## src/rtl/branch_unit.sv

```systemverilog
// Two-stage branch/jump resolution unit: S1 holds operands and compare flags, S2 holds the
// resolved outcome driven on out_*. Define BRANCH_STATS_EN to build the consumption counters.

module comparator #(
  parameter int unsigned W = 64
) (
  input  logic [W-1:0] a,
  input  logic [W-1:0] b,
  output logic         gt,
  output logic         lt,
  output logic         eq
);
  assign gt = a > b;
  assign lt = a < b;
  assign eq = a == b;
endmodule

module branch_unit #(
  parameter int unsigned XLEN = 64
`ifdef BRANCH_STATS_EN
  ,
  parameter int unsigned CNT_W = 32
`endif
) (
  input  logic            clk,
  input  logic            rst,
  input  logic            flush,
  input  logic            in_valid,
  output logic            in_ready,
  input  logic [2:0]      in_funct3,
  input  logic            in_is_jal,
  input  logic            in_is_jalr,
  input  logic [XLEN-1:0] in_rs1,
  input  logic [XLEN-1:0] in_rs2,
  input  logic [XLEN-1:0] in_pc,
  input  logic [XLEN-1:0] in_imm,
  input  logic            in_pred_taken,
  output logic            out_valid,
  input  logic            out_ready,
  output logic            out_taken,
  output logic [XLEN-1:0] out_target,
  output logic [XLEN-1:0] out_link,
  output logic            out_redirect,
  output logic            out_misalign,
  output logic            out_illegal
`ifdef BRANCH_STATS_EN
  ,
  output logic [CNT_W-1:0] stat_branches,
  output logic [CNT_W-1:0] stat_taken,
  output logic [CNT_W-1:0] stat_redirects
`endif
);

  localparam logic [XLEN-1:0] MsbMask = {1'b1, {(XLEN - 1){1'b0}}};

  logic s1_valid, s2_valid;
  logic s1_ready, s2_ready;
  logic s1_load, s2_load;

  assign s2_ready = !s2_valid || out_ready;
  assign s1_ready = !s1_valid || s2_ready;
  assign in_ready = !rst && !flush && s1_ready;
  assign s1_load  = in_valid && in_ready;
  assign s2_load  = s1_valid && s2_ready;
  assign out_valid = s2_valid;

  // Signed compare reuses the unsigned comparator with both sign bits flipped.
  logic [XLEN-1:0] rs1_flip, rs2_flip, sum_base, sum;
  logic            cu_gt, cu_lt, cu_eq, cs_gt, cs_lt, cs_eq;

  assign rs1_flip = in_rs1 ^ MsbMask;
  assign rs2_flip = in_rs2 ^ MsbMask;
  assign sum_base = in_is_jalr ? in_rs1 : in_pc;
  assign sum      = sum_base + in_imm;

  comparator #(.W(XLEN)) u_cmp_u (
    .a (in_rs1),
    .b (in_rs2),
    .gt(cu_gt),
    .lt(cu_lt),
    .eq(cu_eq)
  );

  comparator #(.W(XLEN)) u_cmp_s (
    .a (rs1_flip),
    .b (rs2_flip),
    .gt(cs_gt),
    .lt(cs_lt),
    .eq(cs_eq)
  );

  // S1 registers
  logic [2:0]      s1_funct3;
  logic            s1_jal, s1_jalr, s1_pred;
  logic [XLEN-1:0] s1_pc, s1_sum;
  logic            s1_gt_u, s1_lt_u, s1_eq_u, s1_gt_s, s1_lt_s, s1_eq_s;

  always_ff @(posedge clk) begin
    if (rst || flush) begin
      s1_valid <= 1'b0;
      s2_valid <= 1'b0;
    end else begin
      if (s1_ready) s1_valid <= s1_load;
      if (s2_ready) s2_valid <= s1_valid;
    end
  end

  always_ff @(posedge clk) begin
    if (s1_load) begin
      s1_funct3 <= in_funct3;
      s1_jal    <= in_is_jal;
      s1_jalr   <= in_is_jalr;
      s1_pred   <= in_pred_taken;
      s1_pc     <= in_pc;
      s1_sum    <= sum;
      s1_gt_u   <= cu_gt;
      s1_lt_u   <= cu_lt;
      s1_eq_u   <= cu_eq;
      s1_gt_s   <= cs_gt;
      s1_lt_s   <= cs_lt;
      s1_eq_s   <= cs_eq;
    end
  end

  // Resolution from S1 state
  logic            cond_taken, is_cond;
  logic            res_taken, res_illegal, res_misalign, res_redirect;
  logic [XLEN-1:0] jump_target, res_link, res_target;

  always_comb begin
    cond_taken = 1'b0;
    case (s1_funct3)
      3'b000:  cond_taken = s1_eq_u;
      3'b001:  cond_taken = !s1_eq_u;
      3'b100:  cond_taken = s1_lt_s;
      3'b101:  cond_taken = s1_gt_s || s1_eq_s;
      3'b110:  cond_taken = s1_lt_u;
      3'b111:  cond_taken = s1_gt_u || s1_eq_u;
      default: cond_taken = 1'b0;
    endcase
  end

  assign is_cond      = !(s1_jal || s1_jalr);
  assign res_illegal  = is_cond && (s1_funct3[2:1] == 2'b01);
  assign res_taken    = !is_cond || cond_taken;
  assign jump_target  = s1_jalr ? {s1_sum[XLEN-1:1], 1'b0} : s1_sum;
  assign res_link     = s1_pc + XLEN'(4);
  assign res_target   = res_taken ? jump_target : res_link;
  assign res_misalign = res_taken && (jump_target[1:0] != 2'b00);
  assign res_redirect = (res_taken != s1_pred) && !res_misalign && !res_illegal;

  // S2 registers; only loaded while the output is free or draining, so stalls hold data.
  always_ff @(posedge clk) begin
    if (rst) begin
      out_taken    <= 1'b0;
      out_target   <= '0;
      out_link     <= '0;
      out_redirect <= 1'b0;
      out_misalign <= 1'b0;
      out_illegal  <= 1'b0;
    end else if (s2_load) begin
      out_taken    <= res_taken;
      out_target   <= res_target;
      out_link     <= res_link;
      out_redirect <= res_redirect;
      out_misalign <= res_misalign;
      out_illegal  <= res_illegal;
    end
  end

`ifdef BRANCH_STATS_EN
  always_ff @(posedge clk) begin
    if (rst) begin
      stat_branches  <= '0;
      stat_taken     <= '0;
      stat_redirects <= '0;
    end else if (out_valid && out_ready) begin
      stat_branches  <= stat_branches + CNT_W'(1);
      stat_taken     <= stat_taken + CNT_W'(out_taken);
      stat_redirects <= stat_redirects + CNT_W'(out_redirect);
    end
  end
`endif

endmodule

```

## config.mk

```make
export PLATFORM = sky130hd
export DESIGN_NAME = branch_unit
export DESIGN_NICKNAME = d
export VERILOG_FILES = /design/src/rtl/branch_unit.sv
export SDC_FILE = /design/constraint.sdc
export NUM_CORES = 1
export LEC_CHECK = 0
export ABC_AREA = 1
export CORE_AREA = 4 4 201 203
export DETAILED_ROUTE_END_ITERATION = 8
export DIE_AREA = 0 0 205 207
export PLACE_DENSITY = 0.8
export SYNTH_ARGS = -nofsm -noshare
export SYNTH_HDL_FRONTEND = slang
export SYNTH_SLANG_ARGS = --single-unit
```

## constraint.sdc

```tcl
create_clock -name clk -period 10.6 [get_ports clk]
set_input_delay 1.06 -clock clk [delete_from_list [all_inputs] [get_ports clk]]
set_output_delay 1.06 -clock clk [all_outputs]
set_load 0.005 [all_outputs]
```

-- Word-level counts from Yosys, hierarchy flattened
Index checks and enable logic that the tools add are counted.
- $add $sub $neg: 2
- multipliers: 0
- div/mod/pow operators: 0
- magnitude comparators: 4
- equal/unequal tests: 9
- shifts and indexed selects: 0
- multiplexer cells: 4
- bitwise operators: 2
- reductions and logical operators: 25
- operators by type and width (kind ; number):
    $eq A64 B64 Y1 ; 2
    $gt A64 B64 Y1 ; 2
    $lt A64 B64 Y1 ; 2
    $mux W64 ; 2
    $add A64 B3 Y64 const B ; 1
    $add A64 B64 Y64 ; 1
    $eq A3 B3 Y1 const B ; 4
    $logic_and A1 B1 Y1 ; 8
    $logic_not A1 Y1 ; 8
    $logic_or A1 B1 Y1 ; 7
    $pmux W1 S6 ; 1
    $eq A3 B1 Y1 const B ; 1
    $logic_not A3 Y1 ; 1
    $eq A2 B1 Y1 const B ; 1
    $not A1 Y1 ; 2
    $reduce_bool A2 Y1 ; 1
    $mux W1 ; 1
    $ne A1 B1 Y1 ; 1
- register bits after elaboration: 274
- bits in latches: 0
- memory bits (writable): 0
- memory bits (read-only): 0
- input port bits: 267
- output and inout bits: 134
- word-level logic and storage cells: 66
- memories: 0

-- Longest topological paths before layout
- depth in word-level cells: 7
- gate-level depth with buffers: 18
- depth with buffers taken out: 16

-- By module
Synthesis repeated with hierarchy kept, for this count alone.
- cells, all modules: 3302
- area, all modules: 22048.6 um2
- by module, submodules not included (module ; times used ; cells each ; area an instance (um2)):
    branch_unit ; 1 ; 2738 ; 18550.3
    comparator ; 2 ; 282 ; 1749.2

-- Worst setup path before layout
Ideal clock, no wire load.
- path type: input -> register
- from: input port rst
- to: register s1_eq_u (enable)
- setup time: 0.639 ns
- data arrival time: 7.364 ns
- slack: 2.597 ns
- cell stages on the path: 5
- path buffers: 2
- cells stage by stage: clkbuf_1 > clkbuf_1 > nor2_1 > nand2_1 > nor2_1
- cells in the longest elaborated chain, start to end: 4
- RTL lines (what ; line ; RTL):
    from (decl) ; 26 ; input logic rst,
    $logic_not A1 Y1 ; 62 ; assign in_ready = !rst && !flush && s1_ready;
    $logic_and A1 B1 Y1 (2 in series) ; 62 ;
    $logic_and A1 B1 Y1 ; 63 ; assign s1_load = in_valid && in_ready;
    via s1_load ; 58 ; logic s1_load, s2_load;
    to (signal assigned) ; 118 ; s1_eq_u <= cu_eq;
    to (decl) ; 96 ; logic s1_gt_u, s1_lt_u, s1_eq_u, s1_gt_s, s1_lt_s, s1_eq_s;
The timed path passes the listed nets, and every way through them passes these cells.
A chain may end at the register's enable or synchronous reset.

-- Final worst setup path
- from: input port in_is_jalr
- to: register s1_sum[46] (data pin)
- cells in the longest elaborated chain, start to end: 2
- RTL lines (what ; line ; RTL):
    from (decl) ; 32 ; input logic in_is_jalr,
    $mux W64 ; 73 ; assign sum_base = in_is_jalr ? in_rs1 : in_pc;
    $add A64 B64 Y64 ; 74 ; assign sum = sum_base + in_imm;
    via sum[46] ; 68 ; logic [XLEN-1:0] rs1_flip, rs2_flip, sum_base, sum;
    to (signal assigned) ; 115 ; s1_sum <= sum;
    to (decl) ; 95 ; logic [XLEN-1:0] s1_pc, s1_sum;
The timed path passes the listed nets, and every way through them passes these cells.

==> flow_metrics.tcl <==
set metrics [dict create \
    ant_nets 0 \
    critPathArrivalTime_ns 4.65 \
    synth-edff-count 139 \
    h-tree-depth 1 \
    r2r_cells 7 \
    final_hold_viol_count 0 \
    rsz0062_at_grt "no" \
    synth_ff_type "edfxtp_1" \
    syn_inst 3012 \
    die_h_um 207 \
    dp_hpwl_um 70600 \
    fmax_mhz 230 \
    timing.rr.end "out_link[51]$_SDFFE_PP0P_" \
    wirelength_um 85600 \
    synth-seq-cells 273 \
    setup_viol 0 \
    total_power_mw 3.09 \
    syn2layout_area_growth_pct 26.8 \
    grt_pass1_vias 21200 \
    synth_top_family_by_area "simple AND/OR/NAND/NOR gates" \
    via_per_inst 5.60 \
    final_common_cell "nand2_1" \
    syn_nets 3409 \
    grt_use_total_pct 38.6 \
    ys_seq_area_share_pct 33.8 \
    syn_area_per_cell_um2 6.74 \
    die_w_um 205 \
    post_cts_resized 0 \
    remaining_drc_errors 0 \
    drive_gt1_share_pct 5.02 \
    period_minus_slack_ns 4.35 \
    grt_pass1_wl_um 126000 \
    cts-hold-fix-buffers 0 \
    nNetsFinal 3784 \
    synth_compound_area_share_pct 9.16 \
    path_max_fanout 67 \
    drtIter0Drc 2659 \
    fin_util_pct 66.9 \
    synth-xor-area-share_pct 2.72 \
    rrSetupSlack_ns 7.56 \
    required_ns 10.90 \
    finalCritPeriodShare_pct 41.1 \
    tns_ns 0 \
    io_pins 401 \
    overflow 0 \
    dr.pass1.iters 6 \
    synth_cell_types 43 \
    status "complete, no violations" \
    synth_fa_ha_area_share_pct 8.05 \
    tightest_slew_ns 1.25 \
    gp_congestion 1.09 \
    wire_per_inst_um 21.8 \
    clk_path_buf_depth 3 \
    maxSlewViolCount 0 \
    n_fill_cell 3306 \
    syn_area_um2 20300 \
    synthMuxAreaShare_pct 3.44 \
    clk-insertion-delay-late_ns 0.57 \
    synthSimpleGateAreaFrac_pct 31.3 \
    crit_type "in2reg" \
    yosys_warnings 0 \
    core_um2 38500 \
    power_leakage_nw 12.5 \
    hold_class "reg2reg" \
    maxCapViolCount 0 \
    initial_core_util_pct 52.8 \
    finClkSkew_ns 0.0142 \
    endpoint "s1_sum[46]$_DFFE_PP_" \
    die_area_um2 42400 \
    via_count 22000 \
    reg2reg_from "out_valid$_SDFFE_PP0P_" \
    power.density_nw_per_um2 120 \
    portBuffers 400 \
    postCtsSetupBuffers 0 \
    clkSinkCount 273 \
    cts_tree "done" \
    end_kind "flop" \
    antenna_found_initial 9 \
    max_slew_margin_pct 16.7 \
    path_clk_slew_ns 0.06 \
    grt_max_degree 98 \
    cts_buffers 28 \
    fp-row-count 72 \
    crit_start "in_is_jalr" \
    cts-root-buf "clkbuf_16" \
    final_cell_mix "nand2_1, inv_1, clkdlybuf4s50_1, nor2_1, a21oi_1" \
    synthArstFlopShare_pct 0 \
    peakVddDrop_uv 105 \
    startpoint_type "input pin" \
]
[layout make-up]
| cell class | count | area, µm² | area share [%] |
|---|---|---|---|
| Antenna cell | 4 | 10.0 | 0.0389 |
| Multi-Input combinational cell | 2120 | 11100 | 43.2 |
| Tap cell | 518 | 648 | 2.52 |
| Inverter | 556 | 2090 | 8.12 |
| Clock inverter | 10 | 113 | 0.437 |
| Timing Repair Buffer | 408 | 4050 | 15.7 |
| Clock buffer | 42 | 861 | 3.34 |
| Sequential cell | 273 | 6860 | 26.6 |
[stage by stage]
step | setup slack (ns) | hold slack [ns] | instance area [µm²] | std cells
3_3_place_gp | 5.92 | 0.453 | 24800 | 3875
6_report | 6.25 | 0.467 | 25700 | 3931
4_1_cts | 6.36 | 0.467 | 25700 | 3927
5_1_grt | 6.10 | 0.491 | 25700 | 3928
3_5_place_dp | 5.79 | 0.457 | 24800 | 3875
2_1_floorplan | 2.60 | 0.447 | 20300 | 3012
[cells in the mapped netlist (11+ instances only)]
| cell | number | area share [%] |
|---|---|---|
| a21oi_1 | 196 | 4.8 |
| buf_2 | 14 | 0.35 |
| clkbuf_1 | 40 | 0.74 |
| dfxtp_1 | 134 | 13 |
| edfxtp_1 | 139 | 21 |
| ha_1 | 129 | 8.0 |
| inv_1 | 548 | 10 |
| mux2_2 | 62 | 3.4 |
| nand2_1 | 955 | 18 |
| nand3_1 | 193 | 4.8 |
| nand3b_1 | 11 | 0.41 |
| nand4_1 | 22 | 0.68 |
| nor2_1 | 292 | 5.4 |
| o211ai_1 | 55 | 2.0 |
| o21ai_0 | 59 | 1.5 |
| xor2_1 | 53 | 2.3 |
[cells by family after synthesis]
group | count (synthesis)
simple gates | 1531
mux | 62
fa+ha+maj | 130
xor+xnor | 63
flops | 273
buf+inv | 619
compound gates | 334
[flip-flops by register name, indices dropped and copies added, names as in the netlist]
signal,flops
s1_pred,1
s1_pc,64
s1_valid,1
s1_jalr,1
s1_funct3,3
out_redirect,1
s1_lt_s,1
s1_sum,64
s1_lt_u,1
out_taken,1
out_target,64
s1_gt_u,1
out_illegal,1
out_link,64
s1_eq_u,1
s1_jal,1
s1_gt_s,1
out_misalign,1
out_valid,1
[routing by layer]
| layer | share of wire (%) | wire length, µm | up-vias | global-route usage [%] |
|---|---|---|---|---|
| met5 | 0.076 | 65 | - | 0 |
| met4 | 4.8 | 4140 | 8 | 15.3 |
| met3 | 12 | 9980 | 226 | 7.40 |
| met2 | 44 | 37800 | 1328 | 60.7 |
| met1 | 39 | 33600 | 10200 | 52.5 |
| li1 | - | - | 10300 | - |
[how the worst min path moves through the flow]
stage	startpoint	end	slack (ns)	cells after the start
6_report	out_target[27]$_SDFFE_PP0P_	out_target[27]$_SDFFE_PP0P_	0.47	2
5_1_grt	out_target[27]$_SDFFE_PP0P_	out_target[27]$_SDFFE_PP0P_	0.49	2
4_1_cts	out_target[27]$_SDFFE_PP0P_	out_target[27]$_SDFFE_PP0P_	0.47	2
3_5_place_dp	out_target[27]$_SDFFE_PP0P_	out_target[27]$_SDFFE_PP0P_	0.46	2
3_3_place_gp	out_target[50]$_SDFFE_PP0P_	out_target[50]$_SDFFE_PP0P_	0.45	2
2_1_floorplan	s1_valid$_SDFFE_PP0N_	out_valid$_SDFFE_PP0P_	0.45	2
[power breakdown]
| group | internal [mW] | switching, mW |
|---|---|---|
| Clock | 0.612 | 0.438 |
| Sequential | 1.18 | 0.0335 |
| Combinational | 0.322 | 0.503 |
[worst max-delay path: stages]
cell and delay (ns):
buf_2 0.09, buf_4 0.69, nor2_1 0.14, a21oi_1 0.17
ha_1 0.33, fa_1 0.50, nand3_1 0.12, nand3_1 0.26
nand2_1 0.10, nand2_1 0.25, nand2_1 0.08, nand2_1 0.16
nand2_1 0.07, nand2_1 0.24, nand2_1 0.16, nand3_1 0.10
nand2_1 0.11
Power figures use the tool's default switching activity.
